$ cat src/rtl/pipeline_pkg.sv
// Shared definitions for the pipeline registers: the control bundle carried
// between stages, its bubble value, and the ALU operation encodings.
package pipeline_pkg;

    typedef struct packed {
        logic       reg_write;
        logic [1:0] result_src;
        logic       mem_write;
        logic       jump;
        logic       branch;
        logic [3:0] alu_control;
        logic       alu_src;
    } ctrl_t;

    // A bubble must never write state or redirect fetch, so all bits are 0.
    localparam ctrl_t CTRL_NOP = '0;

    // {funct7_bit, op[2:0]} as produced by the decoder
    localparam logic [3:0] ALU_ADD  = 4'b0000;
    localparam logic [3:0] ALU_SUB  = 4'b1000;
    localparam logic [3:0] ALU_SLL  = 4'b0001;
    localparam logic [3:0] ALU_SLT  = 4'b0101;
    localparam logic [3:0] ALU_SLTU = 4'b0111;
    localparam logic [3:0] ALU_XOR  = 4'b0100;
    localparam logic [3:0] ALU_SRL  = 4'b0110;
    localparam logic [3:0] ALU_SRA  = 4'b1110;
    localparam logic [3:0] ALU_OR   = 4'b0011;
    localparam logic [3:0] ALU_AND  = 4'b0010;

endpackage

$ cat src/rtl/sat_counter.sv
// Up-counter that sticks at its maximum value instead of wrapping.
module sat_counter #(
    parameter int WIDTH = 8
) (
    input  logic             clk,
    input  logic             rst,
    input  logic             inc,
    output logic [WIDTH-1:0] count
);

    always_ff @(posedge clk or posedge rst) begin
        if (rst) begin
            count <= '0;
        end else if (inc && (count != {WIDTH{1'b1}})) begin
            count <= count + 1'b1;
        end
    end

endmodule

$ cat src/rtl/decode_execute_reg.sv
// Decode-to-execute pipeline register with stall, flush (bubble insertion)
// and a saturating count of squashed instructions.
module decode_execute_reg
    import pipeline_pkg::*;
#(
    parameter int DATA_WIDTH = 32,
    parameter int ADDR_WIDTH = 5
) (
    input  logic                  clk,
    input  logic                  rst,
    input  logic                  StallE,
    input  logic                  FlushE,

    input  logic                  ValidD,
    input  logic                  RegWriteD,
    input  logic                  MemWriteD,
    input  logic                  JumpD,
    input  logic                  BranchD,
    input  logic                  ALUSrcD,
    input  logic [1:0]            ResultSrcD,
    input  logic [3:0]            ALUControlD,
    input  logic [DATA_WIDTH-1:0] RD1D,
    input  logic [DATA_WIDTH-1:0] RD2D,
    input  logic [DATA_WIDTH-1:0] PCD,
    input  logic [DATA_WIDTH-1:0] ImmExtD,
    input  logic [DATA_WIDTH-1:0] PCPlus4D,
    input  logic [ADDR_WIDTH-1:0] Rs1D,
    input  logic [ADDR_WIDTH-1:0] Rs2D,
    input  logic [ADDR_WIDTH-1:0] RdD,

    output logic                  ValidE,
    output logic                  RegWriteE,
    output logic                  MemWriteE,
    output logic                  JumpE,
    output logic                  BranchE,
    output logic                  ALUSrcE,
    output logic [1:0]            ResultSrcE,
    output logic [3:0]            ALUControlE,
    output logic [DATA_WIDTH-1:0] RD1E,
    output logic [DATA_WIDTH-1:0] RD2E,
    output logic [DATA_WIDTH-1:0] PCE,
    output logic [DATA_WIDTH-1:0] ImmExtE,
    output logic [DATA_WIDTH-1:0] PCPlus4E,
    output logic [ADDR_WIDTH-1:0] Rs1E,
    output logic [ADDR_WIDTH-1:0] Rs2E,
    output logic [ADDR_WIDTH-1:0] RdE,
    output logic [7:0]            FlushCountE
);

    localparam logic [0:0] EMPTY = 1'b0;
    localparam logic [0:0] FULL  = 1'b1;

    logic [0:0]            state_q;
    ctrl_t                 ctrl_d;
    ctrl_t                 ctrl_q;
    logic [DATA_WIDTH-1:0] rd1_q;
    logic [DATA_WIDTH-1:0] rd2_q;
    logic [DATA_WIDTH-1:0] pc_q;
    logic [DATA_WIDTH-1:0] imm_q;
    logic [DATA_WIDTH-1:0] pc_plus4_q;
    logic [ADDR_WIDTH-1:0] rs1_q;
    logic [ADDR_WIDTH-1:0] rs2_q;
    logic [ADDR_WIDTH-1:0] rd_q;
    logic                  squash;

    always_comb begin
        ctrl_d             = CTRL_NOP;
        ctrl_d.reg_write   = RegWriteD;
        ctrl_d.result_src  = ResultSrcD;
        ctrl_d.mem_write   = MemWriteD;
        ctrl_d.jump        = JumpD;
        ctrl_d.branch      = BranchD;
        ctrl_d.alu_control = ALUControlD;
        ctrl_d.alu_src     = ALUSrcD;
    end

    // Flush outranks stall; zeroed indices keep the hazard unit from matching a bubble.
    always_ff @(posedge clk or posedge rst) begin
        if (rst) begin
            state_q    <= EMPTY;
            ctrl_q     <= CTRL_NOP;
            rd1_q      <= '0;
            rd2_q      <= '0;
            pc_q       <= '0;
            imm_q      <= '0;
            pc_plus4_q <= '0;
            rs1_q      <= '0;
            rs2_q      <= '0;
            rd_q       <= '0;
        end else if (FlushE) begin
            state_q    <= EMPTY;
            ctrl_q     <= CTRL_NOP;
            rd1_q      <= '0;
            rd2_q      <= '0;
            pc_q       <= '0;
            imm_q      <= '0;
            pc_plus4_q <= '0;
            rs1_q      <= '0;
            rs2_q      <= '0;
            rd_q       <= '0;
        end else if (!StallE) begin
            state_q    <= ValidD ? FULL : EMPTY;
            ctrl_q     <= ValidD ? ctrl_d : CTRL_NOP;
            rd1_q      <= RD1D;
            rd2_q      <= RD2D;
            pc_q       <= PCD;
            imm_q      <= ImmExtD;
            pc_plus4_q <= PCPlus4D;
            rs1_q      <= Rs1D;
            rs2_q      <= Rs2D;
            rd_q       <= RdD;
        end
    end

    // Only a real instruction being squashed counts as a bubble.
    assign squash = FlushE && (state_q == FULL);

    sat_counter #(
        .WIDTH(8)
    ) u_flush_count (
        .clk  (clk),
        .rst  (rst),
        .inc  (squash),
        .count(FlushCountE)
    );

    assign ValidE      = (state_q == FULL);
    assign RegWriteE   = ctrl_q.reg_write;
    assign ResultSrcE  = ctrl_q.result_src;
    assign MemWriteE   = ctrl_q.mem_write;
    assign JumpE       = ctrl_q.jump;
    assign BranchE     = ctrl_q.branch;
    assign ALUControlE = ctrl_q.alu_control;
    assign ALUSrcE     = ctrl_q.alu_src;
    assign RD1E        = rd1_q;
    assign RD2E        = rd2_q;
    assign PCE         = pc_q;
    assign ImmExtE     = imm_q;
    assign PCPlus4E    = pc_plus4_q;
    assign Rs1E        = rs1_q;
    assign Rs2E        = rs2_q;
    assign RdE         = rd_q;

endmodule

$ cat config.mk
export PLATFORM = sky130hd
export DESIGN_NAME = decode_execute_reg
export DESIGN_NICKNAME = d
export VERILOG_FILES = /design/src/rtl/pipeline_pkg.sv /design/src/rtl/sat_counter.sv /design/src/rtl/decode_execute_reg.sv
export SDC_FILE = /design/constraint.sdc
export NUM_CORES = 1
export LEC_CHECK = 0
export ABC_AREA = 1
export CAP_MARGIN = 20
export CORE_MARGIN = 4
export CORE_UTILIZATION = 30
export DETAILED_ROUTE_END_ITERATION = 8
export MAX_ROUTING_LAYER = met4
export PLACE_DENSITY = 0.7
export SLEW_MARGIN = 20
export SYNTH_ARGS = -nofsm -noshare
export SYNTH_HDL_FRONTEND = slang
export SYNTH_SLANG_ARGS = --single-unit
$ cat constraint.sdc
create_clock -name clk -period 14.19 [get_ports clk]
set_input_delay 2.838 -clock clk [delete_from_list [all_inputs] [get_ports clk]]
set_output_delay 2.838 -clock clk [all_outputs]
set_load 0.03 [all_outputs]
# Yosys cells after proc, flatten, opt, wreduce, memory -nomap -nowiden
# Index checks and enable logic that the tools add are counted.
# word_totals
regBits	195
input_bits	191
out_inout_bits	195
# op_classes
eq_ne	2
addsub	1
muxes	22
n_reduce_logical	2
# ops
operator	n
$mux 32	10
$mux 11	3
$mux 5	6
$add 8x1->8 const B	1
$ne 8x8->1 const B	1
$mux 1	3
$logic_and 1x1->1	2
$ne 2x1->1 const B	1

# Longest topological paths before layout
# depth
word_depth	3
mapped_depth	7
ltp_nobuf	7

# Cells and area by module
# A second synthesis with hierarchy kept.
# unflattened
hier_cells	858
area_unflattened_um2	7503.4
# modules_own_cells
mod	area_per_inst_um2	seq_area_each_um2	instances	cells_each
decode_execute_reg	7030.5	4679.5	1	795
sat_counter	473.0	200.2	1	63

# Worst setup path after synthesis
# OpenSTA, ideal clock, no wires.
# synth_path
path_kind	input-to-reg
startpoint	input StallE
endpoint	register imm_q[16], in the netlist ImmExtE[16]
t_arrival_ps	3547
stages	6
path_buffers	3
path_slack_ps	10577
cell_sequence	buf_2 nor2_4 buf_4 buf_2 nand2_1 nand2_1
# synth_via
elab_chain_len	1
# synth_rtl
item	line	text
start, declared	decode_execute_reg.sv:11	input logic StallE,
$ne 2x1->1 (no line)	-	
end signal, assigned	decode_execute_reg.sv:107	imm_q <= ImmExtD;
end, declared	decode_execute_reg.sv:59	logic [DATA_WIDTH-1:0] imm_q;
# No other way between the ends.
# A chain may end at the register's enable or synchronous reset.

# Worst setup path in the final report
# layout_path
startpoint	input FlushE
endpoint	register rd1_q[31], in the netlist RD1E[31]
# layout_via
elab_chain_len	1
elab_cells_between_ends	2
cone_classes	eq/ne (1); mux (1)
# layout_rtl
item	line	text
start, declared	decode_execute_reg.sv:12	input logic FlushE,
$ne 2x1->1 (no line) or $mux 32 (tied branches)	-	
end signal, assigned	decode_execute_reg.sv:82	rd1_q <= '0;
end signal, assigned	decode_execute_reg.sv:93	rd1_q <= '0;
end signal, assigned	decode_execute_reg.sv:104	rd1_q <= RD1D;
end, declared	decode_execute_reg.sv:56	logic [DATA_WIDTH-1:0] rd1_q;
# Several ways; a longest one is shown, not always the timed one.

==> key figures <==
Run status
  • Outcome: completed

Detailed routing
  • # DRC: 0
  • Via Count: 7326
  • Via/cell ratio: 4.68
  • Final wirelength: 26300 um
  • Drt first pass iters: 6
  • Drt wl/cell: 16.8 um
  • Starting DRT DRC Count: 716
  • Routed Antenna Nets: 0

Logic synthesis
  • FFs w/ async S/R, synth: 100%
  • Mapped cell area: 7840 um2
  • Register area share after synthesis: 62.2%
  • Post-synthesis cell type count: 20
  • Post-synth top flop: dfrtp_1
  • Post-synth EDFFs: 0
  • Synthesized netlist cell count: 876
  • Synthesized area per cell: 8.95 um2
  • Synth Register Bits: 195
  • Yosys warnings: 0
  • Syn nets: 1068

Power and ir drop
  • PwrDens: 109 nW/um2
  • Max VDD drop: 0.0601 mV
  • Static Leakage: 6.01 nW

Setup path
  • Worst-path fanout max: 82
  • Critical Path Start: FlushE
  • Crit end category: register
  • CP Data Required Time: 14.54 ns
  • CP Launch Type: input port
  • Crit Reg-Reg Startpoint: u_flush_count.count[0]$_DFFE_PP0P_
  • Critical path type: in2reg
  • CP arrival: 5.78 ns

Final layout
  • Post-route insts no fill: 1564
  • Area grow syn2layout: 57.8%
  • NumNets Final: 1414
  • Antenna cell count: 0
  • Fillers: 2438
  • Share of cells above drive strength 1: 3.32%

Clock tree
  • Later-pin clock latency in the skew report: 0.43 ns
  • CTS sink cnt: 195
  • CTS buffer count: 17
  • Clk slew on worst S/H paths: 0.07 ns
  • Resize count post-CTS: 0
  • Hold buffers post-CTS: 0
  • Max clock buf depth: 2
  • CTS tree: done
  • CTS H-tree depth: 4
  • Root Driver: clkbuf_16
  • Post-CTS Setup Bufs: 0

STA
  • Slew Viols, Final: 0
  • Minimum clock period: 5.44 ns
  • Setup violations, final: 0
  • Rel. slew slack: 29.9%
  • Setup TNS: 0 ns
  • RSZ-0062 raised after global routing: no
  • Part of the cycle the worst path needs: 38.3%
  • Final Hold Viols: 0
  • Fmax: 184 MHz
  • Fin Clk Skew: 0.0125 ns
  • Slew @ Worst Pin: 1.05 ns

GRT
  • Global-route wire length before repair: 41000 um
  • Global route total overflow: 0
  • Overall global routing resource usage: 18.3%
  • Largest net degree at the start of global routing: 130
  • Initial antenna violation count: 0
  • Vias in the first global route: 7430

Die
  • Die height: 170 um
  • FP Rows: 58
  • Initial Utilization: 30.8%
  • Die footprint: 28800 um2
  • Io pins: 386
  • Die W: 170 um
  • Core box area: 25500 um2

Worst hold path
  • Hold_sp: RD2E[14]$_DFFE_PP0P_
  • Hold Path Class: reg2reg

Placed design
  • IO buf count: 385
  • DP HPWL: 17900 um
  • DP Cell Count: 1533
  • Placer Congestion: 0.824

Run
  • Max_cap viols: 0
## placed cells by master, fill, tap and decap left out
cell type          n
a21oi_1            1
buf_4              5
buf_6              1
clkbuf_1           2
clkbuf_16         17
clkdlybuf4s50_1  384
clkinv_4           7
clkinv_8           1
dfrtp_1          195
ha_1               1
inv_1              8
inv_4              1
inv_6              1
inv_8              4
nand2_1          387
nand2_2            1
nand3_1          207
nand3b_1           2
nand4_1            1
nor2_1             2
nor2_2             1
nor2_4             2
nor3_1             1
o21ai_1            1
xnor2_1            1
## worst max-delay path: stages
cell             delay, ns
clkdlybuf4s50_1       0.52
nor2_4                0.59
buf_4                 0.72
buf_4                 0.78
nand2_1               0.12
nand2_1               0.11
## layer usage
| layer | up-vias | track usage (%) | routed length [um] |
|---|---|---|---|
| met5 | - | - | 0 |
| met4 | 0 | 5.64 | 534 |
| met3 | 34 | 4.17 | 1790 |
| met2 | 275 | 29.7 | 12900 |
| met1 | 3523 | 22.9 | 11000 |
| li1 | 3494 | - | - |
## layout make-up
type	count	area (um2)	share of cell area, %
Sequential cell	195	4880	39.4
Timing Repair Buffer	390	3890	31.5
Multi-Input combinational cell	608	2590	20.9
Clock buffer	19	433	3.50
Tap cell	330	413	3.34
Clock inverter	12	120	0.971
Inverter	10	47.5	0.384
## logic make-up (layout without fill, tap and decap cells)
logic type	count (synthesis)	after routing	synth area share, %
AO/OA/AOI/OAI	2	2	0.128
XOR/XNOR	1	1	0.112
adder cells (fa/ha/maj)	1	1	0.160
buffers and inverters	73	431	4.74
flip-flops	195	195	62.2
AND/OR/NAND/NOR	604	604	32.6
## path summary, 6_finish.rpt
check	endpoint	slack, ns	cells past startpoint
max in group asynchronous	ImmExtE[19]$_DFFE_PP0P_	9.68	3
worst min register to register	RD2E[14]$_DFFE_PP0P_	0.51	2
worst min-delay path	RD2E[14]$_DFFE_PP0P_	0.51	2
worst max register to register	u_flush_count.count[2]$_DFFE_PP0P_	12.76	7
worst max-delay path	RD1E[31]$_DFFE_PP0P_	8.75	6
min in group asynchronous	ImmExtE[8]$_DFFE_PP0P_	3.02	2
## registers in the layout, summed over array words and instances (netlist names)
| name | cells |
|---|---|
| RD2E | 32 |
| ImmExtE | 32 |
| ALUControlE | 4 |
| RegWriteE | 1 |
| Rs2E | 5 |
| RdE | 5 |
| ALUSrcE | 1 |
| u_flush_count.count | 8 |
| JumpE | 1 |
| RD1E | 32 |
| BranchE | 1 |
| PCPlus4E | 32 |
| ResultSrcE | 2 |
| Rs1E | 5 |
| MemWriteE | 1 |
| PCE | 32 |
| ValidE | 1 |
## per-stage QoR
stage / cell area, um2 / hold slack [ns] / utilization (%) / power [W] / setup slack (ns)
after floorplan: 7840 / 0.678 / - / 0.000751 / 6.04
after global placement: 11800 / 0.488 / 46.4 / 0.000891 / 8.36
after detailed placement: 11800 / 0.492 / 46.4 / 0.000894 / 8.30
after CTS: 12400 / 0.510 / 48.6 / 0.00136 / 8.75
after global routing: 12400 / 0.528 / 48.6 / 0.00141 / 8.54
final: 12400 / 0.506 / 48.6 / 0.00134 / 8.75
## cells in the mapped netlist (2+ instances only)
master      n  area (um2)
nand2_1   387        1450
nand3_1   207        1040
dfrtp_1   195        4880
buf_2      33         165
buf_4      15         113
clkbuf_1   11        41.3
inv_1       9        33.8
buf_1       4        15.0
nand3b_1    2        15.0
nor2_1      2        7.51
nor2_4      2        22.5
## where the power goes
group | total [W] | switching (W) | internal [W]
clock network | 0.000462 | 0.000230 | 0.000232
logic | 0.000270 | 0.000151 | 0.000119
registers | 0.000611 | 0.0000225 | 0.000588
total | 0.00134 | 0.000404 | 0.000939
(Power assumes the default switching activity.)
